### src/rtl/fft_pkg.sv
// Shared types and sizing helpers for the radix-2 FFT stage sequencer.
package fft_pkg;

    localparam int LOG2N_DEF    = 3;
    localparam int PIPE_LAT_DEF = 3;

    typedef enum logic [1:0] {IDLE, ISSUE, FLUSH, DONE} state_t;

    function automatic int stage_w(input int log2n);
        return (log2n > 1) ? $clog2(log2n) : 1;
    endfunction

    function automatic int cnt_w(input int lat);
        return (lat > 1) ? $clog2(lat) : 1;
    endfunction

endpackage

### src/rtl/fft_stage_ctrl_if.sv
// Control/address bundle between the FFT sequencer and its host/datapath.
interface fft_stage_ctrl_if import fft_pkg::*; #(
    parameter int LOG2N = LOG2N_DEF
) ();
    localparam int SW = stage_w(LOG2N);

    logic             start;
    logic             hold;
    logic             busy;
    logic             done;
    logic             rd_en;
    logic [LOG2N-1:0] rd_addr_a;
    logic [LOG2N-1:0] rd_addr_b;
    logic [LOG2N-2:0] tw_addr;
    logic             wr_en;
    logic [LOG2N-1:0] wr_addr_a;
    logic [LOG2N-1:0] wr_addr_b;
    logic [SW-1:0]    stage;

    modport slave (
        input  start, hold,
        output busy, done, rd_en, rd_addr_a, rd_addr_b, tw_addr,
               wr_en, wr_addr_a, wr_addr_b, stage
    );

    modport master (
        output start, hold,
        input  busy, done, rd_en, rd_addr_a, rd_addr_b, tw_addr,
               wr_en, wr_addr_a, wr_addr_b, stage
    );
endinterface

### src/rtl/fft_ctrl_delay.sv
// Fixed-depth shift register turning issued read pairs into write-back strobes.
module fft_ctrl_delay #(
    parameter int W     = 7,
    parameter int DEPTH = 3
) (
    input  logic         clk,
    input  logic         rst_n,
    input  logic [W-1:0] din,
    output logic [W-1:0] dout
);
    logic [DEPTH-1:0][W-1:0] pipe;

    always_ff @(posedge clk or negedge rst_n) begin
        if (!rst_n) begin
            pipe <= '0;
        end else begin
            pipe[0] <= din;
            for (int i = 1; i < DEPTH; i++) pipe[i] <= pipe[i-1];
        end
    end

    assign dout = pipe[DEPTH-1];
endmodule

### src/rtl/fft_stage_ctrl.sv
// In-place radix-2 DIT FFT sequencer: walks stages/butterflies, issues pair and
// twiddle addresses, and separates stages with a flush gap of PIPE_LAT cycles.
module fft_stage_ctrl import fft_pkg::*; #(
    parameter int LOG2N    = LOG2N_DEF,
    parameter int PIPE_LAT = PIPE_LAT_DEF
) (
    input  logic            clk,
    input  logic            rst_n,
    fft_stage_ctrl_if.slave bus
);
    localparam int AW = LOG2N;
    localparam int JW = LOG2N - 1;
    localparam int SW = stage_w(LOG2N);
    localparam int CW = cnt_w(PIPE_LAT);
    localparam logic [SW-1:0] LAST_STAGE = SW'(LOG2N - 1);
    localparam logic [CW-1:0] LAST_CNT   = CW'(PIPE_LAT - 1);

    state_t        state, state_nx;
    logic [JW-1:0] j, j_nx;
    logic [SW-1:0] stg, stg_nx;
    logic [CW-1:0] cnt, cnt_nx;
    logic          issue, done_nx;

    logic [JW-1:0] mask, k, tw;
    logic [AW-1:0] addr_a, addr_b;

    logic          rd_en_q, busy_q, done_q;
    logic [AW-1:0] rd_a_q, rd_b_q;
    logic [JW-1:0] tw_q;

    // mask = h-1 computed in JW bits; at the last stage h overflows to 0 and the
    // mask correctly becomes all ones (k = j, no group bits).
    always_comb begin
        mask   = ~({JW{1'b1}} << stg);
        k      = j & mask;
        addr_a = {(j & ~mask), 1'b0} | {1'b0, k};
        addr_b = addr_a | (AW'(1) << stg);
        tw     = k << (LOG2N - 1 - int'(stg));
    end

    always_comb begin
        state_nx = state;
        j_nx     = j;
        stg_nx   = stg;
        cnt_nx   = cnt;
        issue    = 1'b0;
        done_nx  = 1'b0;
        case (state)
            IDLE: if (bus.start) begin
                state_nx = ISSUE;
                j_nx     = '0;
                stg_nx   = '0;
            end
            ISSUE: if (!bus.hold) begin
                issue = 1'b1;
                if (j == {JW{1'b1}}) begin
                    state_nx = FLUSH;
                    cnt_nx   = '0;
                end else begin
                    j_nx = j + 1'b1;
                end
            end
            FLUSH: begin
                if (cnt == LAST_CNT) begin
                    if (stg == LAST_STAGE) begin
                        state_nx = DONE;
                    end else begin
                        stg_nx   = stg + 1'b1;
                        j_nx     = '0;
                        state_nx = ISSUE;
                    end
                end else begin
                    cnt_nx = cnt + 1'b1;
                end
            end
            DONE: begin
                state_nx = IDLE;
                done_nx  = 1'b1;
            end
            default: state_nx = IDLE;
        endcase
    end

    always_ff @(posedge clk or negedge rst_n) begin
        if (!rst_n) begin
            state   <= IDLE;
            j       <= '0;
            stg     <= '0;
            cnt     <= '0;
            rd_en_q <= 1'b0;
            rd_a_q  <= '0;
            rd_b_q  <= '0;
            tw_q    <= '0;
            busy_q  <= 1'b0;
            done_q  <= 1'b0;
        end else begin
            state   <= state_nx;
            j       <= j_nx;
            stg     <= stg_nx;
            cnt     <= cnt_nx;
            rd_en_q <= issue;
            busy_q  <= (state != IDLE);
            done_q  <= done_nx;
            // addresses only move on issue so idle/hold cycles don't toggle them
            if (issue) begin
                rd_a_q <= addr_a;
                rd_b_q <= addr_b;
                tw_q   <= tw;
            end
        end
    end

    fft_ctrl_delay #(.W(2*AW+1), .DEPTH(PIPE_LAT)) u_dly (
        .clk  (clk),
        .rst_n(rst_n),
        .din  ({rd_en_q, rd_a_q, rd_b_q}),
        .dout ({bus.wr_en, bus.wr_addr_a, bus.wr_addr_b})
    );

    assign bus.rd_en     = rd_en_q;
    assign bus.rd_addr_a = rd_a_q;
    assign bus.rd_addr_b = rd_b_q;
    assign bus.tw_addr   = tw_q;
    assign bus.busy      = busy_q;
    assign bus.done      = done_q;
    assign bus.stage     = stg;
endmodule

### src/flat_wrapper.sv
// flat-port wrapper written by rule: the top's interface ports become plain ports
module fft_stage_ctrl_flat import fft_pkg::*;
#(
    parameter int LOG2N    = LOG2N_DEF,
    parameter int PIPE_LAT = PIPE_LAT_DEF
)
  (clk, rst_n, bus_start, bus_hold, bus_busy, bus_done, bus_rd_en, bus_rd_addr_a, bus_rd_addr_b, bus_tw_addr, bus_wr_en, bus_wr_addr_a, bus_wr_addr_b, bus_stage);
  fft_stage_ctrl_if #(.LOG2N(LOG2N)) bus_i ();
  input  logic clk;
  input  logic rst_n;
  input wire logic [$bits(bus_i.start)-1:0] bus_start;
  input wire logic [$bits(bus_i.hold)-1:0] bus_hold;
  output wire logic [$bits(bus_i.busy)-1:0] bus_busy;
  output wire logic [$bits(bus_i.done)-1:0] bus_done;
  output wire logic [$bits(bus_i.rd_en)-1:0] bus_rd_en;
  output wire logic [$bits(bus_i.rd_addr_a)-1:0] bus_rd_addr_a;
  output wire logic [$bits(bus_i.rd_addr_b)-1:0] bus_rd_addr_b;
  output wire logic [$bits(bus_i.tw_addr)-1:0] bus_tw_addr;
  output wire logic [$bits(bus_i.wr_en)-1:0] bus_wr_en;
  output wire logic [$bits(bus_i.wr_addr_a)-1:0] bus_wr_addr_a;
  output wire logic [$bits(bus_i.wr_addr_b)-1:0] bus_wr_addr_b;
  output wire logic [$bits(bus_i.stage)-1:0] bus_stage;
  assign bus_i.start = bus_start;
  assign bus_i.hold = bus_hold;
  assign bus_busy = bus_i.busy;
  assign bus_done = bus_i.done;
  assign bus_rd_en = bus_i.rd_en;
  assign bus_rd_addr_a = bus_i.rd_addr_a;
  assign bus_rd_addr_b = bus_i.rd_addr_b;
  assign bus_tw_addr = bus_i.tw_addr;
  assign bus_wr_en = bus_i.wr_en;
  assign bus_wr_addr_a = bus_i.wr_addr_a;
  assign bus_wr_addr_b = bus_i.wr_addr_b;
  assign bus_stage = bus_i.stage;
  fft_stage_ctrl #(.LOG2N(LOG2N), .PIPE_LAT(PIPE_LAT)) u_core (.clk(clk), .rst_n(rst_n), .bus(bus_i));
endmodule
### config.mk
export PLATFORM = sky130hd
export DESIGN_NAME = fft_stage_ctrl_flat
export DESIGN_NICKNAME = d
export VERILOG_FILES = /design/src/rtl/fft_pkg.sv /design/src/rtl/fft_stage_ctrl_if.sv /design/src/rtl/fft_ctrl_delay.sv /design/src/rtl/fft_stage_ctrl.sv /design/src/flat_wrapper.sv
export SDC_FILE = /design/constraint.sdc
export NUM_CORES = 1
export LEC_CHECK = 0
export ABC_AREA = 1
export BUFFER_PORTS_ARGS = -buffer_cell sky130_fd_sc_hd__buf_2
export CAP_MARGIN = 40
export CORE_MARGIN = 2
export CORE_UTILIZATION = 35
export DETAILED_ROUTE_END_ITERATION = 12
export PLACE_DENSITY = 0.64
export SYNTH_ARGS = -nofsm -noshare
export SYNTH_HDL_FRONTEND = slang
export SYNTH_SLANG_ARGS = --single-unit
### constraint.sdc
create_clock -name clk -period 2.3 [get_ports clk]
set_input_delay 0.46 -clock clk [delete_from_list [all_inputs] [get_ports clk]]
set_output_delay 0.46 -clock clk [all_outputs]
set_load 0.02 [all_outputs]
Yosys cells after proc, flatten, opt, wreduce, memory -nomap -nowiden
Index checks and enable logic that the tools add are counted.
{ "totals": {"register_bits": 40, "latchBits": 0, "ram_bits": 0, "romBits": 0, "inputBits": 4, "output_inout_bits": 20, "word_cells": 70, "memories": 0} }
{ "op_classes": {"addsub": 4, "mul": 0, "div": 0, "magnitude_cmp": 0, "eq_ne": 13, "shift": 3, "n_mux": 22, "bitwise_logic": 6, "n_reduce_logical": 9} }
{ "ops": {"columns": ["operator", "count"], "rows": [
  ["2-bit by 32-bit << shifter with 2-bit output", 1],
  ["2-bit 2-to-1 mux", 15],
  ["4-bit AND reduction", 3],
  ["2-bit == test (second input constant)", 5],
  ["2-bit inequality test (second input constant)", 5],
  ["2-bit case mux with 2 select lines", 2],
  ["2-bit case mux with 4 select lines", 1],
  ["2-bit by 1-bit adder with 2-bit output (second input constant)", 3],
  ["2-bit case mux with 3 select lines", 1],
  ["6-bit AND reduction", 1],
  ["2-bit nonzero test", 3],
  ["2-bit bitwise AND", 2],
  ["2-bit by 1-bit inequality test with 1-bit output (second input constant)", 2],
  ["2-bit NOT", 2],
  ["1-bit 2-to-1 mux", 3],
  ["3-bit by 2-bit OR with 3-bit output", 1],
  ["3-bit OR", 1],
  ["3-bit nonzero test", 1],
  ["1-bit by 2-bit << shifter with 3-bit output (first input constant)", 1],
  ["2-bit by 2-bit subtractor with 3-bit output (first input constant)", 1],
  ["2-bit by 1-bit == test with 1-bit output (second input constant)", 1],
  ["2-bit zero test", 1],
  ["2-bit by 2-bit << shifter with 2-bit output (first input constant)", 1]
]} }

Depth between registers and ports, before layout
{ "depth": {"ltp_word": 6, "ltp_mapped": 8, "mapped_depth_nobuf": 8} }

Cells and area by module
From an unflattened synthesis, not the netlist that was laid out.
{ "unflattened": {"hier_cells": 141, "hier_area_um2": 1580.3} }
{ "modules_own_cells": {"columns": ["mod", "n_inst", "cells_per_inst", "area_each_um2", "seq_area_each_um2"], "rows": [
  ["fft_stage_ctrl", 1, 113, 1002.2, 475.5],
  ["fft_ctrl_delay", 1, 28, 578.1, 525.5]
]} }

Worst setup path after synthesis
OpenSTA, ideal clock, no wires.
{ "synth_timing": {"path_kind": "reg-to-reg", "startpoint": "register u_core.stg[0] (netlist: u_core.bus.stage[0])", "endpoint": "register u_core.stg[0] (netlist: u_core.bus.stage[0])", "setup_ps": 118, "t_arrival_ps": 1411, "required_time_ps": 2182, "setup_slack_ps": 771, "path_stages_with_launch": 7, "path_buffers": 0, "synth_period_minus_slack_ps": 1529, "cell_sequence": "dfrtp_1 > inv_1 > ha_1 > o21ai_0 > nand3_1 > nand2_1 > nand2_1"} }
{ "synth_between": {"elab_chain_cells": 4, "word_cells_on_any_way": 7, "classes_between": "add/sub (1); eq/ne (2); mux (3); reduce/logical (1)"} }
{ "synth_rtl": {"columns": ["item", "line", "text"], "rows": [
  ["start, declared", "fft_stage_ctrl.sv:20", "logic [SW-1:0] stg, stg_nx;"],
  ["start signal, assigned", "fft_stage_ctrl.sv:99", "stg <= stg_nx;"],
  ["2-bit by 1-bit adder with 2-bit output", "fft_stage_ctrl.sv:68", "stg_nx = stg + 1'b1;"],
  ["2-bit 2-to-1 mux", "fft_stage_ctrl.sv:65", "if (stg == LAST_STAGE) begin"],
  ["2-bit 2-to-1 mux", "fft_stage_ctrl.sv:64", "if (cnt == LAST_CNT) begin"],
  ["2-bit case mux with 2 select lines", "fft_stage_ctrl.sv:48", "case (state)"]
]} }
Several ways; a longest one is shown, not always the timed one. The select of a mux whose other input is x is not followed.
A chain may end at the register's enable or synchronous reset.

Final worst setup path
Ends and elaborated chain as after synthesis.

==> metrics list <==
- The number of global-route vias before repair was 996.
* Die area: between 4000 and 5000 um^2
- In this run the count of I/O pins placed on the die edge is 24.
* Wire length per cell: 10.9 um
- Total clock buffers created by CTS: 5
- Among cell families on the critical path, the largest total delay comes from flip-flops.
- Weighted congestion at the end of routability-driven global placement: between 0.7 and 0.8
- H-tree lvl count: 2
- Relative contribution of the clock network to total power: 0.252
* Fin. max-slew vios: 0
- Worst hold slack: 0.0628 ns
- Critical path peak fanout: 7
- Filler-free cell count of the finished design: 225
* Peak Freq: between 600 and 700 MHz
* Starting DRT DRC Count: 67
- Total via count after detailed routing: 988
* Number of synthesized register bits: 40
- TritonCTS built the clock tree.
- The total overflow left after global routing is 0.
- No sink is reached through more buffers than the 2 on the longest clock path.
- Counting cells, the worst reg-to-reg path comes to 6.
- Share of final-layout standard cells stronger than drive strength 1: 0.214
- Drt pass-1 iters: 4
* Most frequent CP cell: sky130_fd_sc_hd__nand2_1
- For this design the total switching power over the nets is 0.837 mW.
* CTS root buf: sky130_fd_sc_hd__clkbuf_8
- Cell area power density: approximately 1300 nW/um^2
- After technology mapping, the gate count stands at 148.
- MaxCap Viol Count: 0
- DRC errors left: 0
* Share of power burned in registers: 0.454
* Crit path largest cell delay: 0.47 ns
- Summed over all failing endpoints, the final setup total negative slack is 0 ns.
* Critical path data arrival time: 1.76 ns
- R2r setup slk: 0.72 ns
- Count of instances resized after the clock tree is built: 0
- In this run the horizontal extent of the chip is 70.5 um.
* Worst VDD drop: 0.000356 V
* Count of standard-cell rows: 24
* Clock Skew: 0.00377 ns
- The clock drives 40 sinks.
- Syn avg cell area: 10.4 um^2
- The worst setup path is launched from a flip-flop.
- The net count of the finished layout is about 180.
* Final worst path period share: 0.686
- Detail-routed via count per cell: ~4.4
- Seq/Total Area, Yosys: 0.647
- From synthesis to final layout, the design area changed by 17.5%.
* Number of antenna cells inserted: 0
- Global-route wire length before repair: 4.53 mm
- Worst path required time: 2.48 ns
- Area share of the largest cell type after synthesis: 0.647
- The flow ran to the end, and the final reports show no timing, DRC or antenna violations.
- The worst hold path belongs to the class in2async.
- Relative contribution of combinational cells to total power: 0.293
* Final setup violation count: 0
- Setup repair bufs after CTS: 0
- For this block, the routed nets add up to 2.45 mm of wire.
* HPWL after detailed placement: 1.77 mm
- RSZ-0062 raised after global routing: no
* Hold Violations, Final: 0
- Cell internal power was estimated by the tool at 1.58 mW.
* Quantity of hold-fixing buffers added after cts: 0
- In the global route stage, overall resource usage came out at 0.118.
- By startpoint and endpoint, the worst setup path is classified as reg2reg.
- Largest area contributor in the synthesized netlist: sky130_fd_sc_hd__dfrtp_1
- Proportion of total power due to net switching: 0.346
- The worst setup path is captured at a flip-flop.
- Buffer and inverter count on the worst path: 1
- Slowest stage cell on the critical path: sky130_fd_sc_hd__dfrtp_1
* Leakage Power: 0.983 nW
- The initial antenna violation count came to 0.
* Cell variety after synth: 18
- Stages on worst setup path: 6
* Die outline height: 70.5 um
* Starting Density: 0.360
* Crit-path cells: inv_1, ha_1, o21ai_0, nand3_1, nand2_1, nand2_1
- CORE AREA: 4290 um^2
- IO Port Bufs: 23
- Setup slack on the critical path of the routed design comes to between 0.7 and 0.8 ns.
- Minimum clock period: around 1.6 ns
- By area the synthesized netlist is led by sky130_fd_sc_hd__dfrtp_1 65%, sky130_fd_sc_hd__nand2_1 9.7%, sky130_fd_sc_hd__ha_1 4.9%, sky130_fd_sc_hd__inv_1 4.4%, sky130_fd_sc_hd__o21ai_0 3.2%.
- Count of placed standard cells including taps: ~220
* Post-synth net total: 158
* Relative slew slack: 0.713
- Clk_lat worst skew: approximately 0.29 ns
* Count of antenna-violating nets left after detailed routing: 0
* Post-placement setup slack: 0.731 ns
* Pin count of the biggest net entering global routing: 28
* Post-route core utilization: 0.423
- Summing every instance area after synthesis gives approximately 1500 um^2.
- Clock-pin slew was measured on the worst setup and hold paths at approximately 0.070 ns.
* Worst Max-Slew Pin Slew: between 0.4 and 0.5 ns
- Total number of yosys warnings: 0
routing by layer:
layer  track usage  wire, um  up-vias
met2         0.179      1100       20
met5             0         0        -
met3        0.0462       130        5
li1              -         -      501
met1         0.147      1160      462
met4        0.0556        51        0
final timing paths:
path                                 startpoint                     to
max                         u_core.bus.stage[0]    u_core.bus.stage[0]
max in group asynchronous                 rst_n  u_core.u_dly.pipe[12]
min reg2reg                u_core.u_dly.pipe[4]  u_core.u_dly.pipe[11]
min                                       rst_n   u_core.u_dly.pipe[2]
min in group clk           u_core.u_dly.pipe[4]  u_core.u_dly.pipe[11]
max reg2reg                 u_core.bus.stage[0]    u_core.bus.stage[0]
cell families (layout without fill, tap and decap cells):
group,count (synthesis),after routing,synth area share
flops,40,40,0.647
fa+ha+maj,6,6,0.0485
buf+inv,26,51,0.0825
compound gates,14,14,0.0494
simple gates,62,62,0.172
synthesized netlist by cell type:
cell	n
sky130_fd_sc_hd__nor3_1	1
sky130_fd_sc_hd__buf_6	1
sky130_fd_sc_hd__ha_1	6
sky130_fd_sc_hd__buf_4	6
sky130_fd_sc_hd__a21oi_1	2
sky130_fd_sc_hd__inv_1	18
sky130_fd_sc_hd__o21bai_1	1
sky130_fd_sc_hd__nor2_2	3
sky130_fd_sc_hd__nand3b_1	1
sky130_fd_sc_hd__nor2_4	1
sky130_fd_sc_hd__nand3_1	5
sky130_fd_sc_hd__dfrtp_1	40
sky130_fd_sc_hd__o21ai_0	10
sky130_fd_sc_hd__nand2_1	40
sky130_fd_sc_hd__nand4_1	3
sky130_fd_sc_hd__nor2_1	8
sky130_fd_sc_hd__a2bb2oi_1	1
sky130_fd_sc_hd__inv_2	1
final cells by class:
type,count,area (um^2)
fillers,453,2480
flip-flops and latches,40,1000
multi-input cells,82,418
repair buffers,24,135
clock buffers,7,96.3
inverters,19,71.3
well taps,52,65.1
clock inverters,1,30.0
power groups by stage:
stage | clock [mW] | combinational, mW | sequential [mW]
global route | 0.667 | 0.808 | 1.14
detailed placement | 0 | 0.721 | 1.12
floorplan | 0 | 0.477 | 1.19
CTS | 0.630 | 0.723 | 1.10
global placement | 0 | 0.708 | 1.10
finish | 0.611 | 0.710 | 1.10
cell usage in the layout (no fill, tap or decap):
cell type,count
sky130_fd_sc_hd__nand2_1,40
sky130_fd_sc_hd__dfrtp_1,40
sky130_fd_sc_hd__buf_2,23
sky130_fd_sc_hd__inv_1,18
sky130_fd_sc_hd__o21ai_0,10
sky130_fd_sc_hd__nor2_1,8
sky130_fd_sc_hd__clkbuf_8,7
sky130_fd_sc_hd__ha_1,6
sky130_fd_sc_hd__nand3_1,5
sky130_fd_sc_hd__nor2_2,3
sky130_fd_sc_hd__nand4_1,3
sky130_fd_sc_hd__a21oi_1,2
sky130_fd_sc_hd__inv_2,1
sky130_fd_sc_hd__nor2_4,1
sky130_fd_sc_hd__nand3b_1,1
sky130_fd_sc_hd__o21bai_1,1
sky130_fd_sc_hd__nor3_1,1
sky130_fd_sc_hd__a2bb2oi_1,1
sky130_fd_sc_hd__bufinv_16,1
sky130_fd_sc_hd__buf_12,1
registers in the layout (all words and copies together), names as in the netlist:
name and cells:
u_core.u_dly.pipe 14, u_core.u_dly.dout 7, u_core.bus.rd_addr_a 3, u_core.bus.rd_addr_b 3
u_core.bus.stage 2, u_core.bus.tw_addr 2, u_core.cnt 2, u_core.j 2
u_core.state 2, u_core.bus.busy 1, u_core.bus.done 1, u_core.bus.rd_en 1
worst register-to-register path, delay by kind of cell (launching register included):
family	cells	cell delay, ns
flops	1	0.47
simple gates	3	0.31
buf+inv	1	0.13
compound gates	1	0.34
fa+ha+maj	1	0.24
per-stage QoR:
| stage | power [mW] | cell area [um^2] |
|---|---|---|
| floorplan | 1.66 | 1550 |
| global placement | 1.81 | 1670 |
| detailed placement | 1.84 | 1690 |
| CTS | 2.46 | 1820 |
| global route | 2.61 | 1820 |
| finish | 2.42 | 1820 |
Note: power is estimated with default switching activity, not from simulation.
